### config.mk
export PLATFORM = sky130hd
export DESIGN_NAME = uart_tx_shifter
export DESIGN_NICKNAME = d
export VERILOG_FILES = /design/src/rtl/uart_tx_shifter.sv
export SDC_FILE = /design/constraint.sdc
export NUM_CORES = 1
export LEC_CHECK = 0
export BUFFER_PORTS_ARGS = -buffer_cell sky130_fd_sc_hd__buf_2
export CAP_MARGIN = 15
export CELL_PAD_IN_SITES_DETAIL_PLACEMENT = 1
export CELL_PAD_IN_SITES_GLOBAL_PLACEMENT = 2
export CORE_MARGIN = 10
export CORE_UTILIZATION = 38
export CTS_CLUSTER_SIZE = 40
export DETAILED_ROUTE_END_ITERATION = 7
export PLACE_DENSITY_LB_ADDON = 0.12
export REMOVE_ABC_BUFFERS = 1
export SYNTH_ARGS = -nofsm -noshare
export SYNTH_HDL_FRONTEND = slang
export SYNTH_SLANG_ARGS = --single-unit
### constraint.sdc
create_clock -name clk -period 3.99 [get_ports clk]
set_input_delay 0.5985 -clock clk [delete_from_list [all_inputs] [get_ports clk]]
set_output_delay 0.5985 -clock clk [all_outputs]
set_load 0.02 [all_outputs]
### src/rtl/uart_tx_shifter.sv
// UART transmit serialiser: start, 5..MAX_DATA_W data bits, optional parity, 1-2 stop bits.
// Define UART_TX_HOLD_EN to add a one-entry holding register for back-to-back frames.
module uart_tx_shifter #(
    parameter int MAX_DATA_W = 8,
    parameter bit MSB_FIRST  = 1'b0
) (
    input  logic                  clk,
    input  logic                  rst_n,
    input  logic                  baud_tick,
    input  logic [MAX_DATA_W-1:0] data_in,
    input  logic                  send,
    output logic                  ready,
    input  logic [3:0]            data_length,
    input  logic [1:0]            parity_type,
    input  logic                  stop_bits,
    output logic                  data_out,
    output logic                  tx_active,
    output logic                  tx_done,
    output logic                  p_parity_out
);

    localparam logic [2:0] S_IDLE   = 3'd0;
    localparam logic [2:0] S_WAIT   = 3'd1;
    localparam logic [2:0] S_START  = 3'd2;
    localparam logic [2:0] S_DATA   = 3'd3;
    localparam logic [2:0] S_PARITY = 3'd4;
    localparam logic [2:0] S_STOP1  = 3'd5;
    localparam logic [2:0] S_STOP2  = 3'd6;

    localparam logic [4:0] MAX_LEN = 5'(MAX_DATA_W);

    typedef struct packed {
        logic [MAX_DATA_W-1:0] data;
        logic [4:0]            len;
        logic [1:0]            par;
        logic                  stop2;
    } frame_t;

    function automatic logic [4:0] clamp_len(input logic [3:0] l);
        if (l < 4'd5 || {1'b0, l} > MAX_LEN)
            return MAX_LEN;
        return {1'b0, l};
    endfunction

    function automatic logic has_parity(input logic [1:0] p);
        return (p == 2'b01) || (p == 2'b10);
    endfunction

    frame_t                in_frame;
    frame_t                cur;
    logic [2:0]            state;
    logic [3:0]            cnt;
    logic                  accept;
    logic                  frame_end;
    logic                  last_bit;
    logic                  px;
    logic                  par_bit;
    logic                  nxt_bit;
    logic [4:0]            nxt_k;
    logic [4:0]            nxt_idx;
    logic [MAX_DATA_W-1:0] shifted;

    always_comb begin
        in_frame.data  = data_in;
        in_frame.len   = clamp_len(data_length);
        in_frame.par   = parity_type;
        in_frame.stop2 = stop_bits;
    end

    assign frame_end = baud_tick &&
                       ((state == S_STOP1 && !cur.stop2) || state == S_STOP2);
    assign last_bit  = ({1'b0, cnt} == cur.len - 5'd1);

    // Parity covers only the active data_length bits; the next data bit is picked by index
    // so MSB-first frames of any length need no pre-alignment.
    always_comb begin
        px = 1'b0;
        for (int i = 0; i < MAX_DATA_W; i++)
            if (5'(i) < cur.len)
                px = px ^ cur.data[i];
        par_bit = (cur.par == 2'b01) ? ~px : px;
        nxt_k   = (state == S_START) ? 5'd0 : {1'b0, cnt} + 5'd1;
        nxt_idx = MSB_FIRST ? (cur.len - 5'd1 - nxt_k) : nxt_k;
        shifted = cur.data >> nxt_idx;
        nxt_bit = shifted[0];
    end

`ifdef UART_TX_HOLD_EN
    frame_t hold;
    logic   hold_full;

    assign ready = ~hold_full;

    always_ff @(posedge clk or negedge rst_n) begin
        if (!rst_n) begin
            hold      <= '0;
            hold_full <= 1'b0;
        end else if (hold_full && frame_end) begin
            hold_full <= 1'b0;
        end else if (accept && state != S_IDLE && !frame_end) begin
            hold      <= in_frame;
            hold_full <= 1'b1;
        end
    end
`else
    assign ready = (state == S_IDLE);
`endif

    assign accept = send && ready;

    always_ff @(posedge clk or negedge rst_n) begin
        if (!rst_n) begin
            state        <= S_IDLE;
            cur          <= '0;
            cnt          <= '0;
            data_out     <= 1'b1;
            tx_active    <= 1'b0;
            tx_done      <= 1'b0;
            p_parity_out <= 1'b1;
        end else begin
            tx_done <= 1'b0;
            case (state)
                S_IDLE: if (accept) begin
                    cur          <= in_frame;
                    p_parity_out <= ~has_parity(parity_type);
                    tx_active    <= 1'b1;
                    state        <= S_WAIT;
                end
                S_WAIT: if (baud_tick) begin
                    data_out <= 1'b0;
                    state    <= S_START;
                end
                S_START: if (baud_tick) begin
                    data_out <= nxt_bit;
                    cnt      <= '0;
                    state    <= S_DATA;
                end
                S_DATA: if (baud_tick) begin
                    if (last_bit) begin
                        if (has_parity(cur.par)) begin
                            data_out <= par_bit;
                            state    <= S_PARITY;
                        end else begin
                            data_out <= 1'b1;
                            state    <= S_STOP1;
                        end
                    end else begin
                        cnt      <= cnt + 4'd1;
                        data_out <= nxt_bit;
                    end
                end
                S_PARITY: if (baud_tick) begin
                    data_out <= 1'b1;
                    state    <= S_STOP1;
                end
                S_STOP1: if (baud_tick && cur.stop2) state <= S_STOP2;
                S_STOP2: ;
                default: state <= S_IDLE;
            endcase

            // End of the last stop bit overrides whatever the case above chose.
            if (frame_end) begin
                tx_done <= 1'b1;
`ifdef UART_TX_HOLD_EN
                if (hold_full) begin
                    cur          <= hold;
                    p_parity_out <= ~has_parity(hold.par);
                    data_out     <= 1'b0;
                    state        <= S_START;
                end else if (accept) begin
                    cur          <= in_frame;
                    p_parity_out <= ~has_parity(parity_type);
                    state        <= S_WAIT;
                end else begin
                    tx_active <= 1'b0;
                    state     <= S_IDLE;
                end
`else
                tx_active <= 1'b0;
                state     <= S_IDLE;
`endif
            end
        end
    end

endmodule
==> run metrics, run 1 <==
Seq/Total Area, Yosys=0.3758; Worst Hold Class=in2async; Worst Setup Start Kind=flop; Ys Warns=0; Syn Area/Cell=9.294 um^2; reg2reg end=cnt[1]; Detailed Route WL=4.355 mm; Primary FF master, synth=dfrtp_1; io pins=24; overall die area=7678 um^2; CTS tree=built; Max Cap Violations=0; starting density of the core=0.3964; slowest CP cell=a2111oi_2; crit share post-route=0.6636; top-area cell type share of the netlist area=0.3456; initial antenna violation count=0; largest net degree at the start of global routing=27; worst vdd ir=0.2315 mV; first-pass GRT wire length=7.452 mm; Leak=0.9028 nW; Synth Register Bits=26; Final Skew=2.750 ps; Final Hold Fails=0; row count=24; status=completed; drt wl/cell=17.08 um; via density per instance=5.494; DIE WIDTH=87.63 um; Final #Nets=227; clk_lat worst skew=270 ps; Tot Pwr=1.140 mW; Post-CTS Setup Bufs=0; worst path arrival time=2800 ps; Buffers on Ports=23; setup slack, reg-to-reg=1340 ps; Pwr per Cell Area=598.8 nW/um^2; Min Hold Slack=320.6 ps; Worst slew margin=0.2612; Buf/Inv on CP=1; fin. max-slew vios=0; minimum clock period=2648 ps; Critical R2R Launch=cur[3]; post-route design area=1904 um^2; Initial DRC Count=65; Least-Margin Pin Slew=1106 ps; cell count after synthesis=187; DP Area=1849 um^2; H-tree levels=1; Reg clk slew, reported paths=100 ps; DRC violations left=0; leading area contributor after synthesis=dfrtp_1; worst-path cell chain=inv_1, ha_1, xor2_1, nand2_1, a2111oi_2, nor2_1, a22oi_1, o21ai_0; core box area=4384 um^2; share of cells above drive strength 1=0.2315; Synth Cell Area=1738 um^2; CTS Hold Bufs=0; Post-Route Setup TNS=0 ps; top post-synthesis cells by area=dfrtp_1 (35%), mux2_2 (7.8%), nand2_1 (4.3%), xnor2_1 (4.0%), o21ai_0 (3.7%); first drt pass iteration count=4; Final Core Density=0.4344; vias in the first global route=1519; GRT Overall Usage=0.1174; CP max FO=12; Num CTS Buffers=3; routability cong.=0.7882; antenna viol nets, final=0; ANT cells=0; routed via count=1401; fraction of registers with async set or reset after synthesis=1.000; post-CTS resize count=0; CP delay by family, top=compound AO/OA/AOI/OAI gates; final setup fails=0; Setup CP Type=reg2reg; Synth cell types=50; CP endpoint kind=flop; Area Growth Syn to Fin=9.575%; Die H=87.63 um; CTS Sinks=26; Overflow after GRT=0; unrepaired setup endpoints after global routing=no; number of enable flip-flop cells after synthesis=0; Worst EP required=4140 ps; CTS max path bufs=2; fmax=0.3777 GHz; slowest stage delay, CP=860 ps; Root Buffer=clkbuf_8; post-DP HPWL=3.370 mm; r2r worst-path depth=8
[area by class of cell]
| class | count | area, um^2 |
|---|---|---|
| fill | 520 | 2480 |
| clock buffer | 4 | 55.05 |
| sequential | 26 | 653.1 |
| tap | 52 | 65.06 |
| timing repair buffer | 23 | 115.1 |
| inverter | 8 | 30.03 |
| multi-input combinational | 142 | 985.9 |
[cells by family after synthesis]
group,Yosys count,share of synthesized area
AO/OA/AOI/OAI,48,0.1922
XOR/XNOR,15,0.07560
adder cells (fa/ha/maj),4,0.02880
buffers and inverters,19,0.05687
flip-flops,26,0.3758
multiplexers,16,0.1037
AND/OR/NAND/NOR,59,0.1670
[worst max-delay path by stage]
stage	from	slack (ps)	cells past startpoint	end
floorplan	state[0]	1800	3	cur[0]
global route	cur[3]	1150	8	cnt[1]
finish	cur[3]	1340	8	cnt[1]
detailed placement	cur[3]	1380	8	cnt[1]
global placement	cur[3]	1570	8	state[1]
CTS	cur[3]	1360	8	cnt[1]
[cells in the mapped netlist (2+ instances only)]
cell and instances:
dfrtp_1 24, nand2_1 20, o21ai_0 13, mux2_2 12
nor2_1 12, a21oi_1 11, inv_1 8, xnor2_1 8
nor3_1 7, xor2_1 7, clkbuf_1 4, ha_1 4
buf_2 3, buf_6 3, mux2i_1 3, nand3_1 3
o22ai_1 3, a31oi_1 2, and2_1 2, and2b_1 2
dfstp_2 2, nor2b_1 2, nor3b_1 2, o211ai_1 2
o41ai_1 2, or2b_1 2
[power by group]
part,internal (mW),total (mW),switching (mW)
combinational,0.244,0.495,0.252
sequential,0.340,0.467,0.126
clock,0.0883,0.178,0.0900
[cell usage in the layout (no fill, tap or decap), types with 2 or more instances in the layout]
master / instances
dfrtp_1: 24
buf_2: 23
nand2_1: 20
o21ai_0: 13
nor2_1: 12
mux2_2: 12
a21oi_1: 11
inv_1: 8
xnor2_1: 8
nor3_1: 7
xor2_1: 7
ha_1: 4
clkbuf_8: 4
nand3_1: 3
o22ai_1: 3
mux2i_1: 3
nor2b_1: 2
o211ai_1: 2
o41ai_1: 2
a31oi_1: 2
nor3b_1: 2
and2_1: 2
and2b_1: 2
or2b_1: 2
dfstp_2: 2
[per-stage QoR]
stage	worst slack, ps	cells
floorplan	1797	176
global placement	1567	251
detailed placement	1381	251
CTS	1361	255
global route	1154	255
finish	1342	255
[routing by layer]
layer | part of all wire | GRT usage | vias up | routed length, um
li1 | - | - | 696 | -
met1 | 0.48 | 0.1558 | 680 | 2078
met2 | 0.49 | 0.1925 | 21 | 2113
met3 | 0.030 | 0.02136 | 4 | 129
met4 | 0.0078 | 0.02609 | 0 | 34
met5 | 0 | 0 | - | 0
[flip-flops by register name, summed over array words and instances (netlist names)]
name	count
data_out	1
state	3
p_parity_out	1
tx_done	1
tx_active	1
cnt	4
cur	15
(Power assumes the default switching activity.)
==> run 2: changes to the inputs <==
--- a/config.mk
+++ b/config.mk
@@ -10,7 +10,7 @@
 export CELL_PAD_IN_SITES_DETAIL_PLACEMENT = 1
 export CELL_PAD_IN_SITES_GLOBAL_PLACEMENT = 2
 export CORE_MARGIN = 10
-export CORE_UTILIZATION = 38
+export CORE_UTILIZATION = 32
 export CTS_CLUSTER_SIZE = 40
 export DETAILED_ROUTE_END_ITERATION = 7
 export PLACE_DENSITY_LB_ADDON = 0.12
==> constraint.sdc (replaced) <==
create_clock -name clk -period 2.4 [get_ports clk]
set_input_delay 0.36 -clock clk [delete_from_list [all_inputs] [get_ports clk]]
set_output_delay 0.36 -clock clk [all_outputs]
set_load 0.02 [all_outputs]
==> run 2 against run 1 <==
Net effect: global-route usage fell by 0.49 points; sequential cell count did not move; clock-buffer cell count down 1; final area rose by 5.6%; first-iteration DRC count decreased by 3.1%; critical path depth is 1 higher; hold slack lost 230 ps; core utilization is 4.6 points lower; register-to-register slack lost 1100 ps; clock power grew 110%; combinational power grew 94%; sequential share of layout area is 1.8 points lower; critical path type unchanged; critical endpoint is now state[1]; highest routed layer unchanged.
==> run metrics, run 2 (synthesis gave the netlist of run 1 again) <==
H-tree levels=1; antenna viol nets, final=0; DP Area=1939 um^2; CP max FO=6; biggest regs=cur (15), cnt (4), state (3); Final Core Density=0.3887; Root Buffer=clkbuf_8; Buffers on Ports=23; most frequent cells in the layout=dfrtp_1 (24), buf_2 (23), nand2_1 (20); Setup CP Type=reg2reg; first drt pass iteration count=4; row count=26; final setup fails=0; Worst slew margin=0.5740; worst path arrival time=2310 ps; via density per instance=5.096; DIE WIDTH=93.70 um; clk_lat worst skew=280 ps; CTS Sinks=26; Worst Hold Class=in2async; first-pass GRT wire length=8.079 mm; unrepaired setup endpoints after global routing=no; io pins=24; Final Skew=3.163 ps; post-DP HPWL=3.569 mm; Post-CTS Setup Bufs=0; Reg clk slew, reported paths=100 ps; vias in the first global route=1637; Detailed Route WL=4.615 mm; CTS max path bufs=2; Die H=93.70 um; worst vdd ir=0.3503 mV; Pwr per Cell Area=1025 nW/um^2; Worst EP required=2570 ps; Area Growth Syn to Fin=15.69%; Leak=0.9539 nW; Critical R2R Launch=cur[4]; status=completed; Most flops, register=cur; CP endpoint kind=flop; minimum clock period=2145 ps; CTS tree=built; Least-Margin Pin Slew=639.0 ps; Post-Route Setup TNS=0 ps; routability cong.=0.8194; most common cell after layout, fill and taps aside=dfrtp_1; core box area=5172 um^2; largest net degree at the start of global routing=27; Overflow after GRT=0; drt wl/cell=16.37 um; Final Hold Fails=0; starting density of the core=0.3360; overall die area=8779 um^2; Min Hold Slack=90.16 ps; Final #Nets=236; Max Cap Violations=0; Largest register FFs=15; Num CTS Buffers=3; fmax=0.4661 GHz; post-CTS resize count=0; Worst setup startpoint=cur[4]; Initial DRC Count=63; Tot Pwr=2.061 mW; initial antenna violation count=0; CTS Hold Bufs=0; ANT cells=0; setup slack, reg-to-reg=250 ps; crit share post-route=0.8939; GRT Overall Usage=0.1125; routed via count=1437; DRC violations left=0; share of cells above drive strength 1=0.2642; fin. max-slew vios=0; post-route design area=2011 um^2; Worst Setup Start Kind=flop
run 2: cell types whose count changed in the layout (fill, tap and decap cells not counted), sizes merged:
cell	delta
buf	+9
bufinv	+1
clkbuf	-1
run 2: cell type report:
class,count,area (um^2)
clock inverter,1,30.03
tap,70,87.58
clock buffer,3,41.29
timing repair buffer,32,182.7
multi-input combinational,142,985.9
inverter,8,30.03
fill,619,3162
sequential,26,653.1
run 2: worst paths after layout:
path | to | cells past startpoint
worst min register to register | p_parity_out | 2
min in group clk | cur[0] | 2
worst min-delay path | cur[2] | 1
worst max register to register | state[1] | 9
worst max-delay path | state[1] | 9
max in group asynchronous | cnt[1] | 1
run 2: worst max-delay path, cell delays in order, from the launching register on:
cell and delay [ps]:
dfrtp_1 450, inv_1 130, ha_1 220, and3_1 170, nor3_1 50, a2111oi_2 460
buf_4 220, a21oi_1 70, o211ai_1 170, o41ai_1 90
run 2: metrics by stage:
stage | std cells | setup WS, ps
final | 282 | 254.6
after global routing | 282 | 61.70
after CTS | 282 | 232.9
after detailed placement | 278 | 254.4
after global placement | 278 | 375.4
after floorplan | 176 | 207.2
run 2: power breakdown:
group          internal [mW]  switching [mW]  leakage [nW]
clock network          0.224           0.157        0.0357
logic                  0.455           0.506         0.588
registers              0.567           0.154         0.330
run 2: layer usage:
layer | vias to the layer above | GRT usage | part of all wire
met2 | 13 | 0.1912 | 0.49
met4 | 0 | 0.02658 | 0.0054
met5 | - | 0 | 0
met3 | 2 | 0.02318 | 0.025
li1 | 712 | - | -
met1 | 710 | 0.1414 | 0.48
==> run 3: changes to the inputs <==
==> constraint.sdc (replaced) <==
create_clock -name clk -period 2.4 [get_ports clk]
set_input_delay 0.24 -clock clk [delete_from_list [all_inputs] [get_ports clk]]
set_output_delay 0.24 -clock clk [all_outputs]
set_load 0.02 [all_outputs]
==> run 3 against run 2 <==
Net effect: combinational power about the same; clock power about the same; cell count increased by 0.35%; critical endpoint unchanged.
==> run metrics, run 3 (synthesis gave the netlist of run 1 again) <==
Reg clk slew, reported paths=100 ps; Tot Pwr=2.063 mW; via density per instance=5.074; Die H=93.70 um; Worst slew margin=0.5713; slowest stage delay, CP=460 ps; Pwr per Cell Area=1021 nW/um^2; ANT cells=0; Max Cap Violations=0; GRT Overall Usage=0.1125; Buf/Inv on CP=2; CP endpoint kind=flop; Worst Setup Start Kind=flop; Min Hold Slack=184.4 ps; row count=26; routability cong.=0.8194; biggest regs=cur (15), cnt (4), state (3); fmax=0.4663 GHz; Buffers on Ports=23; io pins=24; Initial DRC Count=64; DIE WIDTH=93.70 um; Largest register FFs=15; DP Worst Slack=254.4 ps; core box area=5172 um^2; clk_lat worst skew=280 ps; H-tree levels=1; post-CTS resize count=0; Final Hold Fails=0; status=completed; vias in the first global route=1637; Setup CP Type=reg2reg; fin. max-slew vios=0; CTS Sinks=26; drt wl/cell=16.36 um; antenna viol nets, final=0; DRC violations left=0; CP max FO=6; Final WS setup=255.6 ps; most common cell after layout, fill and taps aside=dfrtp_1; CTS tree=built; CP delay by family, top=compound AO/OA/AOI/OAI gates; CTS max path bufs=2; CTS Hold Bufs=1; share of cells above drive strength 1=0.2629; worst path arrival time=2310 ps; Worst EP required=2570 ps; first drt pass iteration count=4; Leak=0.9581 nW; non-filler cells, final=283; Root Buffer=clkbuf_8; overall die area=8779 um^2; worst vdd ir=0.3503 mV; DP Cell Count=278; slowest CP cell=a2111oi_2; Most flops, register=cur; Overflow after GRT=0; largest net degree at the start of global routing=27; Post-Route Setup TNS=0 ps; first-pass GRT wire length=8.079 mm; Post-CTS Setup Bufs=0; initial antenna violation count=0; Final #Nets=237; post-DP HPWL=3.569 mm; minimum clock period=2144 ps; unrepaired setup endpoints after global routing=no; starting density of the core=0.3360; Detailed Route WL=4.629 mm; Least-Margin Pin Slew=643.1 ps; Worst Hold Class=in2reg; most frequent cells in the layout=dfrtp_1 (24), buf_2 (23), nand2_1 (20); Area Growth Syn to Fin=16.27%; crit share post-route=0.8935; routed via count=1436; Num CTS Buffers=3; worst-path cell chain=inv_1, ha_1, and3_1, nor3_1, a2111oi_2, buf_4, a21oi_1, o211ai_1, o41ai_1; Final Skew=3.320 ps; final setup fails=0
==> run 3: layout make-up <==
type,count,area [um^2]
clock inverters,1,30.03
clock buffers,3,41.29
flip-flops and latches,26,653.1
fillers,618,3152
well taps,70,87.58
repair buffers,33,192.7
inverters,8,30.03
multi-input cells,142,985.9
==> run 3: worst paths after layout <==
path,start,end,slack (ps),cells after the start
worst max-delay path,cur[4],state[1],260,9
worst min-delay path,stop_bits,cur[0],180,2
worst max register to register,cur[4],state[1],260,9
worst min register to register,p_parity_out,p_parity_out,480,2
max in group asynchronous,rst_n,cnt[1],1470,2
min in group asynchronous,rst_n,cur[2],510,2
==> run 3: per-stage QoR <==
stage / util / cell area (um^2)
6_report: 0.3907 / 2021
5_1_grt: 0.3907 / 2021
4_1_cts: 0.3907 / 2021
3_5_place_dp: 0.3749 / 1939
3_3_place_gp: 0.3749 / 1939
2_1_floorplan: - / 1669
==> run 3: where the power goes <==
part           internal, mW  total, mW  leakage, nW  switching (mW)
clock network         0.224      0.380       0.0357           0.156
registers             0.567      0.721        0.330           0.154
logic                 0.457      0.962        0.592           0.506
==> run 3: worst reg2reg max path, delay by kind of cell (launching register included) <==
family / cells / cell delay (ps)
buf+inv: 2 / 350
fa+ha+maj: 1 / 220
simple gates: 2 / 220
compound gates: 4 / 790
flops: 1 / 450
==> run 3: layer usage <==
metal / vias up / track usage / share of wire
li1: 713 / - / -
met1: 708 / 0.1414 / 0.48
met2: 13 / 0.1912 / 0.49
met3: 2 / 0.02318 / 0.025
met4: 0 / 0.02658 / 0.0054
met5: - / 0 / 0
